===== config.mk =====
export PLATFORM = sky130hd
export DESIGN_NAME = spi_frame_scheduler
export DESIGN_NICKNAME = d
export VERILOG_FILES = /design/src/rtl/spi_frame_scheduler.sv
export SDC_FILE = /design/constraint.sdc
export NUM_CORES = 1
export LEC_CHECK = 0
export ABC_AREA = 0
export CORE_AREA = 3 3 49 69
export CTS_BUF_LIST = sky130_fd_sc_hd__clkbuf_16
export DETAILED_ROUTE_END_ITERATION = 8
export DIE_AREA = 0 0 52 72
export DONT_BUFFER_PORTS = 1
export GPL_ROUTABILITY_DRIVEN = 0
export PLACE_DENSITY = 0.72
export SYNTH_ARGS = -nofsm -noshare
export SYNTH_HDL_FRONTEND = slang
export SYNTH_SLANG_ARGS = --single-unit

===== constraint.sdc =====
create_clock -name clk_in -period 5.2 [get_ports clk_in]
set_clock_uncertainty 0.1 [all_clocks]
set_input_delay 1.56 -clock clk_in [delete_from_list [all_inputs] [get_ports clk_in]]
set_output_delay 1.56 -clock clk_in [all_outputs]
set_load 0.02 [all_outputs]

===== src/rtl/spi_frame_scheduler.sv =====
// rtl/spi_frame_scheduler.sv - frame sequencer feeding BRAM pixels to the SPI sender one trigger at a time
module spi_frame_scheduler #(
    parameter int DATA_WIDTH   = 8,
    parameter int FRAME_PIXELS = 57600,
    parameter int ADDR_WIDTH   = $clog2(FRAME_PIXELS),
    parameter int BRAM_LATENCY = 2,
    parameter int GAP_CYCLES   = 4
) (
    input  logic                  clk_in,
    input  logic                  rst_in,
    input  logic                  start_in,
    input  logic                  abort_in,
    input  logic [DATA_WIDTH-1:0] bram_data_in,
    input  logic                  spi_cs_in,
    output logic [ADDR_WIDTH-1:0] bram_addr_out,
    output logic [DATA_WIDTH-1:0] spi_data_out,
    output logic                  spi_trigger_out,
    output logic                  busy_out,
    output logic                  frame_done_out
);

    localparam int LAT_W = (BRAM_LATENCY > 1) ? $clog2(BRAM_LATENCY) : 1;
    localparam int GAP_W = (GAP_CYCLES > 1) ? $clog2(GAP_CYCLES) : 1;
    localparam logic [LAT_W-1:0]      LAT_LAST  = LAT_W'(BRAM_LATENCY - 1);
    localparam logic [GAP_W-1:0]      GAP_LAST  = GAP_W'((GAP_CYCLES > 0) ? GAP_CYCLES - 1 : 0);
    localparam logic [ADDR_WIDTH-1:0] LAST_ADDR = ADDR_WIDTH'(FRAME_PIXELS - 1);

    typedef enum logic [2:0] {
        S_IDLE,
        S_FETCH,
        S_LAUNCH,
        S_WAIT_LOW,
        S_WAIT_HIGH,
        S_GAP
    } state_t;

    state_t                state_q, state_n;
    logic [ADDR_WIDTH-1:0] addr_n;
    logic [DATA_WIDTH-1:0] data_n;
    logic                  trig_n;
    logic                  busy_n;
    logic                  done_n;
    logic                  abort_q, abort_n;
    logic [LAT_W-1:0]      lat_cnt_q, lat_cnt_n;
    logic [GAP_W-1:0]      gap_cnt_q, gap_cnt_n;
    logic                  end_eval;

    always_comb begin
        state_n   = state_q;
        addr_n    = bram_addr_out;
        data_n    = spi_data_out;
        trig_n    = 1'b0;
        busy_n    = busy_out;
        done_n    = 1'b0;
        abort_n   = abort_q | (abort_in & busy_out);
        lat_cnt_n = lat_cnt_q;
        gap_cnt_n = gap_cnt_q;
        end_eval  = 1'b0;

        case (state_q)
            S_IDLE: begin
                if (start_in) begin
                    addr_n    = '0;
                    busy_n    = 1'b1;
                    lat_cnt_n = '0;
                    state_n   = S_FETCH;
                end
            end
            S_FETCH: begin
                if (lat_cnt_q == LAT_LAST) begin
                    data_n  = bram_data_in;
                    trig_n  = 1'b1;
                    state_n = S_LAUNCH;
                end else begin
                    lat_cnt_n = lat_cnt_q + LAT_W'(1);
                end
            end
            S_LAUNCH: begin
                state_n = S_WAIT_LOW;
            end
            // CS is still idle-high right after the trigger; see it fall before waiting for the rise
            S_WAIT_LOW: begin
                if (!spi_cs_in) begin
                    state_n = S_WAIT_HIGH;
                end
            end
            S_WAIT_HIGH: begin
                if (spi_cs_in) begin
                    if (GAP_CYCLES > 0) begin
                        gap_cnt_n = '0;
                        state_n   = S_GAP;
                    end else begin
                        end_eval = 1'b1;
                    end
                end
            end
            S_GAP: begin
                if (gap_cnt_q == GAP_LAST) begin
                    end_eval = 1'b1;
                end else begin
                    gap_cnt_n = gap_cnt_q + GAP_W'(1);
                end
            end
            default: begin
                state_n = S_IDLE;
            end
        endcase

        // Leaving for IDLE always clears the latch so a late abort cannot leak into the next frame
        if (end_eval) begin
            if (abort_q) begin
                state_n = S_IDLE;
                busy_n  = 1'b0;
                addr_n  = '0;
                abort_n = 1'b0;
            end else if (bram_addr_out == LAST_ADDR) begin
                state_n = S_IDLE;
                done_n  = 1'b1;
                busy_n  = 1'b0;
                addr_n  = '0;
                abort_n = 1'b0;
            end else begin
                addr_n    = bram_addr_out + ADDR_WIDTH'(1);
                lat_cnt_n = '0;
                state_n   = S_FETCH;
            end
        end
    end

    always_ff @(posedge clk_in) begin
        if (rst_in) begin
            state_q         <= S_IDLE;
            bram_addr_out   <= '0;
            spi_data_out    <= '0;
            spi_trigger_out <= 1'b0;
            busy_out        <= 1'b0;
            frame_done_out  <= 1'b0;
            abort_q         <= 1'b0;
            lat_cnt_q       <= '0;
            gap_cnt_q       <= '0;
        end else begin
            state_q         <= state_n;
            bram_addr_out   <= addr_n;
            spi_data_out    <= data_n;
            spi_trigger_out <= trig_n;
            busy_out        <= busy_n;
            frame_done_out  <= done_n;
            abort_q         <= abort_n;
            lat_cnt_q       <= lat_cnt_n;
            gap_cnt_q       <= gap_cnt_n;
        end
    end

endmodule


# After elaboration in Yosys (flattened, before gate mapping)
# Index checks and enable logic that the tools add are counted.
# word_totals
ff_bits	34
inputBits	13
out_inout_bits	27
elab_cells	74
# classes
addsub	3
eq_ne	14
mux	34
bitwise	4
reduce_logical	10
# ops
operator	count
$mux 16	5
$mux 1	19
$pmux 3 s6	1
$add 16x1->16 const B	1
$eq 16x16->1 const B	1
$mux 3	5
$ne 3x3->1 const B	4
$eq 3x2->1 const B	2
$eq 3x3->1 const B	2
$ne 2x2->1 const B	3
$reduce_bool 2->1	3
$reduce_and 5->1	1
$mux 2	2
$pmux 2 s2	1
$reduce_and 2->1	2
$eq 3x1->1 const B	1
$logic_not 3->1	1
$reduce_and 3->1	1
$reduce_or 3->1	1
$add 2x1->2 const B	1
$eq 2x2->1 const B	1
$not 1->1	2
$pmux 1 s2	1
$reduce_or 2->1	1
other kinds (3)	3

# Depth between registers and ports, before layout
# Gate-level depths: netlist (run 1).
# logic_depth
ltp_word	6
depth_mapped	7
ltp_nobuf	5

# Worst setup path after synthesis (run 1)
# No wires, ideal clock.
# synth_timing
path_kind	input to register
from	input start_in
to	register bram_addr_out[12]
setup_time_ps	115
arrival_ps	2747
required_ps	4985
setup_slack_ps	2237
cell_stages	4
path_buffers	0
path_cell_list	or4b_1 a2111oi_0 xnor2_1 nor2_2
# synth_between
elab_chain_cells	2
# synth_lines
item	line	rtl
start, declared	11	input logic start_in,
$reduce_bool 2->1 (no source line)	n/a	
$reduce_and 2->1 (no source line)	n/a	
end signal, assigned	143	bram_addr_out <= addr_n;
end, declared	15	output logic [ADDR_WIDTH-1:0] bram_addr_out,
# No other way between the ends.
# A chain may end at the register's enable or synchronous reset.

# Worst setup path after layout (run 1)
# layout_timing
from	input start_in
to	register bram_addr_out[14]
# Same word-level chain as after synthesis.

==> results of run 1 <==
## worst max path at each step
stage	start	end	cells past startpoint
after detailed placement	start_in	bram_addr_out[14]	4
after floorplan	start_in	bram_addr_out[12]	4
final	start_in	bram_addr_out[14]	4
after global placement	start_in	bram_addr_out[14]	4
after CTS	start_in	bram_addr_out[14]	4
after global routing	start_in	bram_addr_out[11]	4
## kinds of logic (layout without fill, tap and decap cells)
group           Yosys count  in the layout  share of synthesized area
mux                       1              1                   0.006833
flops                    34             34                     0.4131
compound gates           47             47                     0.1906
fa+ha+maj                 2              2                    0.01518
xor+xnor                  8              8                    0.04252
simple gates             82             82                     0.2923
buf+inv                  12             10                    0.03948
## placed cells by master, fill, tap and decap left out, drive strengths merged, types with 3 or more instances in the layout
cell	Yosys	layout
a21oi	21	21
a2111oi	3	3
nor2	15	15
clkbuf	6	5
nor2b	7	7
nor3	4	4
inv	2	3
a211oi	3	3
nand3	6	6
dfxtp	34	34
nand2	23	23
or4	6	6
xor2	6	6
o21ai	8	8
and3	3	3
o31ai	4	4
nand4	3	3
## Yosys cell counts (2+ instances only)
master and instances:
and4_1 2, o211ai_1 2, nor2b_1 7, nand2_1 23, clkbuf_1 6, dfxtp_1 34, ha_1 2, a2111oi_0 3
xor2_1 6, nor2_2 8, nand3_1 6, a21oi_1 19, xnor2_1 2, nor2_1 7, a22oi_1 2, o21ai_0 6
or3_1 2, o2111ai_1 2, nand4_1 3, a211oi_1 3, nand4b_1 2, o31ai_1 4, inv_1 2, or4_1 5
nor3_1 4, and3_1 3, o21ai_1 2, a21oi_2 2
## routing by layer
metal | track usage | vias to the layer above
met5 | 0 | -
li1 | - | 671
met1 | 0.1917 | 653
met2 | 0.3720 | 44
met4 | 0.08455 | 0
met3 | 0.07392 | 6
## stage by stage
step / instance area [um^2] / setup slack (ps) / total power (uW) / hold WS (ps) / util
after detailed placement: 1637 / 2108 / 312.3 / 355.9 / 0.5744
after global routing: 1774 / 2308 / 600.2 / 382.4 / 0.6227
after CTS: 1774 / 2393 / 586.3 / 362.8 / 0.6227
after floorplan: 1648 / 2237 / 310.0 / 335.5 / -
after global placement: 1637 / 2161 / 310.8 / 336.8 / 0.5744
final: 1774 / 2393 / 580.2 / 359.2 / 0.6227
## sequential cells by signal (all words and copies together), names as in the netlist
| name | flops |
|---|---|
| busy_out | 1 |
| lat_cnt_q | 1 |
| abort_q | 1 |
| state_q | 3 |
| frame_done_out | 1 |
| spi_trigger_out | 1 |
| bram_addr_out | 16 |
| gap_cnt_q | 2 |
| spi_data_out | 8 |
## worst min-delay path, delay by kind of cell, from the launching register on
family          cells  cell delay, ps
compound gates      1              50
flops               1             310
simple gates        1              50
## power groups by stage
stage	Sequential, uW	Combinational [uW]	Clock [uW]
finish	279	27.9	273
global route	280	31.1	289
CTS	279	28.3	279
detailed placement	284	28.1	0
global placement	284	27.0	0
floorplan	280	30.5	0
## layout make-up
| type | count | area (um^2) |
|---|---|---|
| flip-flops and latches | 34 | 680.7 |
| clock buffers | 5 | 125.1 |
| well taps | 37 | 46.29 |
| inverters | 2 | 7.507 |
| clock inverters | 3 | 12.51 |
| fillers | 251 | 1075 |
| multi-input cells | 140 | 902.1 |
==> summary.txt, run 1 <==
Logic synthesis
  • Mapped Area: 0.001648 mm^2
  • Post-synth cell types: 45
  • Post-synth ARST share: 0
  • Synthesized area per cell: 8.859 um^2
  • Seq/Total Area, Yosys: 0.4131
  • Synth Register Bits: 34
  • Largest cells by area after synthesis: dfxtp_1 (41%), a21oi_1 (5.8%), nand2_1 (5.2%)
  • Synthesized Nets: 201
  • Number of synthesized flops with an enable pin: 0
  • Area fraction of the dominant cell type after synthesis: 0.4131
  • Dominant synthesized flop cell: dfxtp_1
  • Yosys top cell by area: dfxtp_1
  • Synthesized netlist cell count: 186
  • Number of synthesis warnings: 0

Global routing
  • Largest net degree at the start of global routing: 22
  • Gr usage total: 0.2010
  • First-pass GRT wire length: 5761 um
  • Initial antenna violation count: 0
  • Vias in the first global route: 1337
  • Grt ovf: 0

STA
  • Endpoints failing hold: 0
  • Final Cycle Share: 0.5399
  • Final setup violation count: 0
  • Slew HR: 0.6186
  • Fin Setup TNS: 0 ps
  • Post-route minimum period: 2807 ps
  • Unrepaired setup endpoints after global routing: no
  • Slew Viols, Final: 0
  • Max frequency: 356.2 MHz
  • Worst-Margin Slew: 571.4 ps

Final layout
  • Area Growth Syn to Fin: 7.669%
  • Fin cells: 221
  • Number of antenna diodes: 0
  • Final Net Count: 198
  • Fraction of layout cells with a size suffix above 1: 0.1141

Setup path
  • Worst path max stage delay: 530 ps
  • Worst path buffer plus inverter count: 0
  • Reg2reg start: bram_addr_out[9]
  • CP top delay family: simple AND/OR/NAND/NOR gates
  • Crit Path Max Fanout: 8
  • CP max stage cell: or4_1
  • CP Launch Type: input port
  • R2r setup slk: 2770 ps
  • R2R Path End: bram_addr_out[15]
  • Critical path arrival: 2910 ps
  • Critical path type: in -> reg
  • CP Cell Sequence: nor4b_4, o21ai_1, or4_1, a21oi_2
  • Worst EP required: 5310 ps
  • R2R depth: 4
  • Worst Setup End Kind: register

Drt
  • Uppermost routed layer: met4
  • First DRT Iteration DRCs: 34
  • Via density: 6.217
  • Post-route ant nets: 0
  • DRC viols: 0
  • WL met2: 1917 um
  • Met3 Wirelength: 222 um
  • Pre-antenna DRT Iters: 4
  • Routed vias: 1374
  • Final WL: 3505 um
  • Routed len/inst: 15.86 um
  • Met1 Wirelength: 1297 um

Power
  • Net switching share of the total power: 0.2212
  • Pwr per Cell Area: 327.0 mW/mm^2
  • Worst VDD drop: 363.2 uV
  • Seq pwr share: 0.481
  • Clock power share: 0.471
  • Comb power frac: 0.048
  • Psw: 128.3 uW
  • Pint: 451.8 uW
  • Pleak: 0.0005904 uW

Clock tree
  • Root Driver: clkbuf_16
  • CTS tree: built
  • Number of hold buffers added after CTS: 0
  • Clock sink count: 34
  • Reg clk slew, reported paths: 50 ps
  • CTS Buf Count: 5
  • Skew-Pair Late Insertion Delay: 270 ps
  • H-Tree Level Count: 2
  • Post-CTS sizing: 0
  • Post-CTS Setup Bufs: 0
  • Clk buf depth: 2

Outcome
  • Run status: complete, no violations

Hold path
  • Worst Hold End: gap_cnt_q[1]
  • Hold Path Depth: 2
  • Min-delay worst type: reg -> reg
  • Min-delay src: gap_cnt_q[1]

Floorplanning
  • Rows: 23
  • Initial Utilization: 0.5784
  • Die X-Extent: 52 um
  • Core ar.: 0.002849 mm^2
  • Die ar.: 0.003744 mm^2
  • Die Y-Extent: 72 um
  • I/O Pins: 40

Run
  • Max Cap Violations: 0

Placed design
  • I/O Buffers: 0
  • Dpl cells: 213
  • Detailed placer's ending HPWL: 2506 um
Note: power is estimated with default switching activity, not from simulation.
==> inputs of run 2 (changes only) <==
==> constraint.sdc (replaced) <==
create_clock -name clk_in -period 2.9 [get_ports clk_in]
set_clock_uncertainty 0.1 [all_clocks]
set_input_delay 0.87 -clock clk_in [delete_from_list [all_inputs] [get_ports clk_in]]
set_output_delay 0.87 -clock clk_in [all_outputs]
set_load 0.02 [all_outputs]
==> summary.txt, run 2 (synthesized netlist as in run 1, its figures left out) <==
STA
  • Unrepaired setup endpoints after global routing: no
  • Fin Setup TNS: 0 ps (unchanged)
  • Endpoints failing hold: 0 (unchanged)
  • Post-route minimum period: 2365 ps
  • Max frequency: 422.8 MHz
  • Final Cycle Share: 0.8155
  • Slew Viols, Final: 0 (unchanged)
  • Final setup violation count: 0 (unchanged)
  • Worst setup margin: 535.0 ps (-1858 ps)
  • Worst-Margin Slew: 564.9 ps (-6.425 ps)
  • Slew HR: 0.6229 (+0.004290)

Final layout
  • Final Net Count: 201 (+1.5%)
  • Largest Register: bram_addr_out
  • Top Registers: bram_addr_out: 16 flops, spi_data_out: 8 flops, state_q: 3 flops
  • Area Growth Syn to Fin: 9.036%
  • Max FFs per register: 16 (unchanged)
  • Fin cells: 224 (+1.4%)
  • Most common cell after layout, fill and taps aside: dfxtp_1
  • Commonest cells after routing, fill and taps aside: dfxtp_1 (34), nand2_1 (23), a21oi_1 (19)
  • Number of antenna diodes: 0 (unchanged)
  • Fraction of layout cells with a size suffix above 1: 0.1283 (+0.01421)
  • Filler cell count: 232 (-7.6%)

Global routing
  • Initial antenna violation count: 0 (unchanged)
  • Vias in the first global route: 1332 (-0.37%)
  • First-pass GRT wire length: 5775 um (+0.24%)
  • Grt ovf: 0 (unchanged)
  • Largest net degree at the start of global routing: 22 (unchanged)
  • Gr usage total: 0.2055 (+0.004455)

Setup path
  • Worst Setup End Kind: register
  • Critical path arrival: 2400 ps (-510 ps)
  • CP top delay family: simple AND/OR/NAND/NOR gates
  • Critical path type: reg -> reg
  • Worst path buffer plus inverter count: 0 (unchanged)
  • CP Launch Type: register
  • CP max stage cell: or4_4
  • CP Cell Sequence: or4_1, or4_4, a2bb2oi_4, a21oi_1
  • Worst path max stage delay: 590 ps (+60 ps)
  • Worst EP required: 2940 ps (-2370 ps)
  • Crit Path Max Fanout: 14 (+6)

Clock tree
  • CTS tree: built
  • Clk buf depth: 2 (unchanged)
  • Number of hold buffers added after CTS: 0 (unchanged)
  • Skew-Pair Late Insertion Delay: 280 ps (about the same)
  • Post-CTS sizing: 0 (unchanged)
  • Root Driver: clkbuf_16
  • H-Tree Level Count: 2 (unchanged)
  • CTS Buf Count: 5 (unchanged)
  • Post-CTS Setup Bufs: 0 (unchanged)
  • Clock sink count: 34 (unchanged)
  • Reg clk slew, reported paths: 50 ps (about the same)

Drt
  • Routed len/inst: 15.76 um (-0.61%)
  • Pre-antenna DRT Iters: 4 (unchanged)
  • DRC viols: 0 (unchanged)
  • Routed vias: 1359 (-1.1%)
  • Final WL: 3531 um (+0.74%)
  • First DRT Iteration DRCs: 35 (+2.9%)
  • Via density: 6.067 (-2.4%)
  • Post-route ant nets: 0 (unchanged)

Floorplanning
  • I/O Pins: 40 (unchanged)
  • Die ar.: 0.003744 mm^2 (unchanged)
  • Rows: 23 (unchanged)
  • Die X-Extent: 52 um (unchanged)
  • Die Y-Extent: 72 um (unchanged)
  • Core ar.: 0.002849 mm^2 (unchanged)
  • Initial Utilization: 0.5784 (unchanged)

Power
  • Seq pwr share: 0.477 (-0.004)
  • Pwr per Cell Area: 583.1 mW/mm^2 (+78%)
  • Pint: 811.9 uW (+80%)
  • Pleak: 0.0006063 uW (+2.7%)
  • Psw: 235.8 uW (+84%)
  • Comb power frac: 0.050 (+0.002)
  • Clock power share: 0.474 (+0.003)
  • Worst VDD drop: 449.8 uV (+24%)
  • Net switching share of the total power: 0.2251 (+0.003882)
  • Total power: 1048 uW (+81%)

Hold path
  • Min-delay worst type: reg -> reg

Run
  • Max Cap Violations: 0 (unchanged)

Placed design
  • I/O Buffers: 0 (unchanged)
  • Pre-CTS setup slack: 525.3 ps (-1582 ps)
  • Detailed placer's ending HPWL: 2643 um (+5.4%)
  • Dpl cells: 216 (+1.4%)

Outcome
  • Run status: complete, no violations
-- run 2: cell count changes in the layout (fill, tap and decap cells not counted) --
cell   change
buf_4      +3
-- run 2: layout make-up --
cell class,count,area (um^2),area share
Sequential cell,34,680.7,0.3788
Inverter,2,7.507,0.004178
Timing Repair Buffer,3,22.52,0.01253
Tap cell,37,46.29,0.02577
Multi-Input combinational cell,140,902.1,0.5021
Clock inverter,3,12.51,0.006964
Clock buffer,5,125.1,0.06964
-- run 2: through the flow --
| stage | utilization | hold WS (ps) | cell area, um^2 |
|---|---|---|---|
| floorplan | - | 335.5 | 1648 |
| global placement | 0.5823 | 337.0 | 1659 |
| detailed placement | 0.5823 | 368.2 | 1659 |
| CTS | 0.6307 | 374.4 | 1797 |
| global route | 0.6307 | 396.0 | 1797 |
| finish | 0.6307 | 366.6 | 1797 |
-- run 2: final timing paths --
check                                       start           endpoint  slack (ps)  cells after the start
worst max-delay path            bram_addr_out[10]  bram_addr_out[10]         540                      4
worst min-delay path                 gap_cnt_q[1]       gap_cnt_q[1]         370                      2
worst max register to register  bram_addr_out[10]  bram_addr_out[10]         540                      4
worst min register to register       gap_cnt_q[1]       gap_cnt_q[1]         370                      2
-- run 2: worst register-to-register path, delay by kind of cell, from the launching register on --
kind / cells / cell delay (ps)
and+or+nand+nor: 2 / 1130
AOI/OAI and AO/OA: 2 / 570
DFF: 1 / 430
-- run 2: power by group through the flow --
| stage | Combinational (uW) | Sequential, uW | Clock [uW] |
|---|---|---|---|
| floorplan | 54.6 | 501 | 0 |
| global placement | 50.6 | 509 | 0 |
| detailed placement | 52.4 | 509 | 0 |
| CTS | 52.8 | 500 | 501 |
| global route | 58.2 | 501 | 522 |
| finish | 52.1 | 499 | 496 |
-- run 2: per-layer routing --
layer | wire length [um] | track usage | vias up
met5 | 0 | 0 | -
met4 | 79 | 0.1020 | 0
met3 | 187 | 0.08419 | 7
met2 | 1929 | 0.3706 | 27
met1 | 1334 | 0.1925 | 646
li1 | - | - | 679
==> inputs of run 3 (changes only) <==
==> constraint.sdc (replaced) <==
create_clock -name clk_in -period 2.4 [get_ports clk_in]
set_clock_uncertainty 0.1 [all_clocks]
set_input_delay 0.72 -clock clk_in [delete_from_list [all_inputs] [get_ports clk_in]]
set_output_delay 0.72 -clock clk_in [all_outputs]
set_load 0.02 [all_outputs]
==> summary.txt, run 3 (synthesized netlist as in run 1, its figures left out) <==
Drt
  • Pre-antenna DRT Iters: 4 (unchanged)
  • DRC viols: 0 (unchanged)
  • Post-route ant nets: 0 (unchanged)
  • Routed len/inst: 16.02 um (+1.6%)
  • First DRT Iteration DRCs: 39 (+11%)
  • Routed vias: 1394 (+2.6%)
  • Via density: 6.009 (-0.96%)
  • Final WL: 3716 um (+5.2%)

Setup path
  • R2r setup slk: 330 ps (-200 ps)
  • CP Launch Type: register
  • Critical path type: reg -> reg
  • Worst path buffer plus inverter count: 0 (unchanged)
  • Critical path arrival: 2180 ps (-220 ps)
  • CP Cell Sequence: ha_1, and4b_1, o21ai_1, or4_1, a21oi_2
  • Worst path max stage delay: 520 ps (-70 ps)
  • Worst EP required: 2520 ps (-420 ps)
  • R2R depth: 5 (+1)
  • Crit path launch: gap_cnt_q[0]
  • R2R Path End: bram_addr_out[13]
  • Worst Setup End Kind: register
  • Crit Path Max Fanout: 7 (-7)
  • Capture point of the worst path: bram_addr_out[13]
  • CP max stage cell: or4_1
  • CP top delay family: simple AND/OR/NAND/NOR gates
  • Critical Path Stages: 5 (+1)
  • Reg2reg start: gap_cnt_q[0]

Clock tree
  • CTS tree: built
  • Post-CTS sizing: 0 (unchanged)
  • Reg clk slew, reported paths: 50 ps (about the same)
  • Number of hold buffers added after CTS: 0 (unchanged)
  • CTS Buf Count: 5 (unchanged)
  • Clk buf depth: 2 (unchanged)
  • Post-CTS Setup Bufs: 0 (unchanged)
  • H-Tree Level Count: 2 (unchanged)
  • Clock sink count: 34 (unchanged)
  • Skew-Pair Late Insertion Delay: 280 ps (about the same)
  • Root Driver: clkbuf_16

Power
  • Pint: 986.7 uW (+22%)
  • Clock power share: 0.472 (-0.002)
  • Worst VDD drop: 525.6 uV (+17%)
  • Seq pwr share: 0.473 (-0.004)
  • Net switching share of the total power: 0.2270 (+0.001912)
  • Comb power frac: 0.055 (+0.005)
  • Pleak: 0.0006543 uW (+7.9%)
  • Pwr per Cell Area: 682.8 mW/mm^2 (+17%)
  • Psw: 289.7 uW (+23%)

STA
  • Worst-Margin Slew: 485.6 ps (-79.36 ps)
  • Fin Setup TNS: 0 ps (unchanged)
  • Endpoints failing hold: 0 (unchanged)
  • Slew HR: 0.6679 (+0.04505)
  • Unrepaired setup endpoints after global routing: no
  • Worst setup margin: 332.0 ps (-203.0 ps)
  • Max frequency: 483.6 MHz (+14%)
  • Slew Viols, Final: 0 (unchanged)
  • Final Cycle Share: 0.8617 (+0.04617)
  • Post-route minimum period: 2068 ps (-297.0 ps)
  • Final setup violation count: 0 (unchanged)

Hold path
  • Min-delay worst type: reg -> reg
  • Hold Path Depth: 2 (unchanged)
  • Min-delay src: gap_cnt_q[1]

Global routing
  • Grt ovf: 0 (unchanged)
  • Largest net degree at the start of global routing: 22 (unchanged)
  • Vias in the first global route: 1395 (+4.7%)
  • First-pass GRT wire length: 5996 um (+3.8%)
  • Gr usage total: 0.2155 (+0.009994)
  • Initial antenna violation count: 0 (unchanged)

Final layout
  • Fraction of layout cells with a size suffix above 1: 0.1641 (+0.03576)
  • Area Growth Syn to Fin: 13.44%
  • Number of antenna diodes: 0 (unchanged)
  • Top Registers: bram_addr_out: 16 flops, spi_data_out: 8 flops, state_q: 3 flops
  • Commonest cells after routing, fill and taps aside: dfxtp_1 (34), nand2_1 (23), a21oi_1 (19)
  • Max FFs per register: 16 (unchanged)
  • Largest Register: bram_addr_out
  • Multi-input gate area: 902.1 um^2 (unchanged)
  • Storage element area: 680.7 um^2 (unchanged)
  • Fin cells: 232 (+3.6%)
  • Filler cell count: 260 (+12%)
  • Final Net Count: 209 (+4.0%)
  • Final core occ: 0.6561 (+0.02547)
  • Most common cell after layout, fill and taps aside: dfxtp_1

Floorplanning
  • Initial Utilization: 0.5784 (unchanged)
  • Die ar.: 0.003744 mm^2 (unchanged)
  • Core ar.: 0.002849 mm^2 (unchanged)
  • Die X-Extent: 52 um (unchanged)
  • I/O Pins: 40 (unchanged)
  • Rows: 23 (unchanged)
  • Die Y-Extent: 72 um (unchanged)

Placed design
  • Pre-CTS setup slack: 205.1 ps (-320.2 ps)
  • Dpl cells: 224 (+3.7%)
  • Detailed placer's ending HPWL: 2738 um (+3.6%)
  • I/O Buffers: 0 (unchanged)

Outcome
  • Run status: complete, no violations

Run
  • Max Cap Violations: 0 (unchanged)
-- run 3: through the flow --
step | hold WS [ps] | total power, uW | instance area, um^2
2_1_floorplan | 335.5 | 671.7 | 1648
3_3_place_gp | 337.6 | 681.8 | 1732
3_5_place_dp | 357.6 | 685.5 | 1732
4_1_cts | 364.7 | 1287 | 1869
5_1_grt | 380.9 | 1319 | 1869
6_report | 360.3 | 1276 | 1869
-- run 3: power by group through the flow --
stage                     Combinational, uW  Sequential [uW]  Clock [uW]
after floorplan                        66.0              606           0
after global placement                 67.4              614           0
after detailed placement               70.1              615           0
after CTS                              70.9              603         613
after global routing                   79.0              606         634
final                                  70.4              604         602
-- run 3: how the worst min path moves through the flow --
stage,slack (ps),endpoint
6_report,360,gap_cnt_q[1]
5_1_grt,380,gap_cnt_q[1]
4_1_cts,360,gap_cnt_q[1]
3_5_place_dp,360,gap_cnt_q[1]
3_3_place_gp,340,gap_cnt_q[1]
2_1_floorplan,340,gap_cnt_q[1]
-- run 3: final cells by class --
class                      count  area share
clock buffer                   5     0.06693
timing repair buffer          11     0.05087
inverter                       2    0.004016
clock inverter                 3    0.006693
multi-input combinational    140      0.4826
tap                           37     0.02477
sequential                    34      0.3641
-- run 3: worst reg2reg max path, cell delays in order, from the launching register on --
cell     delay (ps)
dfxtp_1         350
ha_1            290
and4b_1         370
o21ai_1         220
or4_1           530
a21oi_2         140
-- run 3: routing by layer --
layer  track usage  vias to the layer above  wire length, um  share of wire
met5             0                        -                0              0
met4        0.1166                        0               84          0.023
met3       0.08008                       10              201          0.054
met2        0.4000                       33             2067           0.56
met1        0.1922                      660             1363           0.37
li1              -                      691                -              -
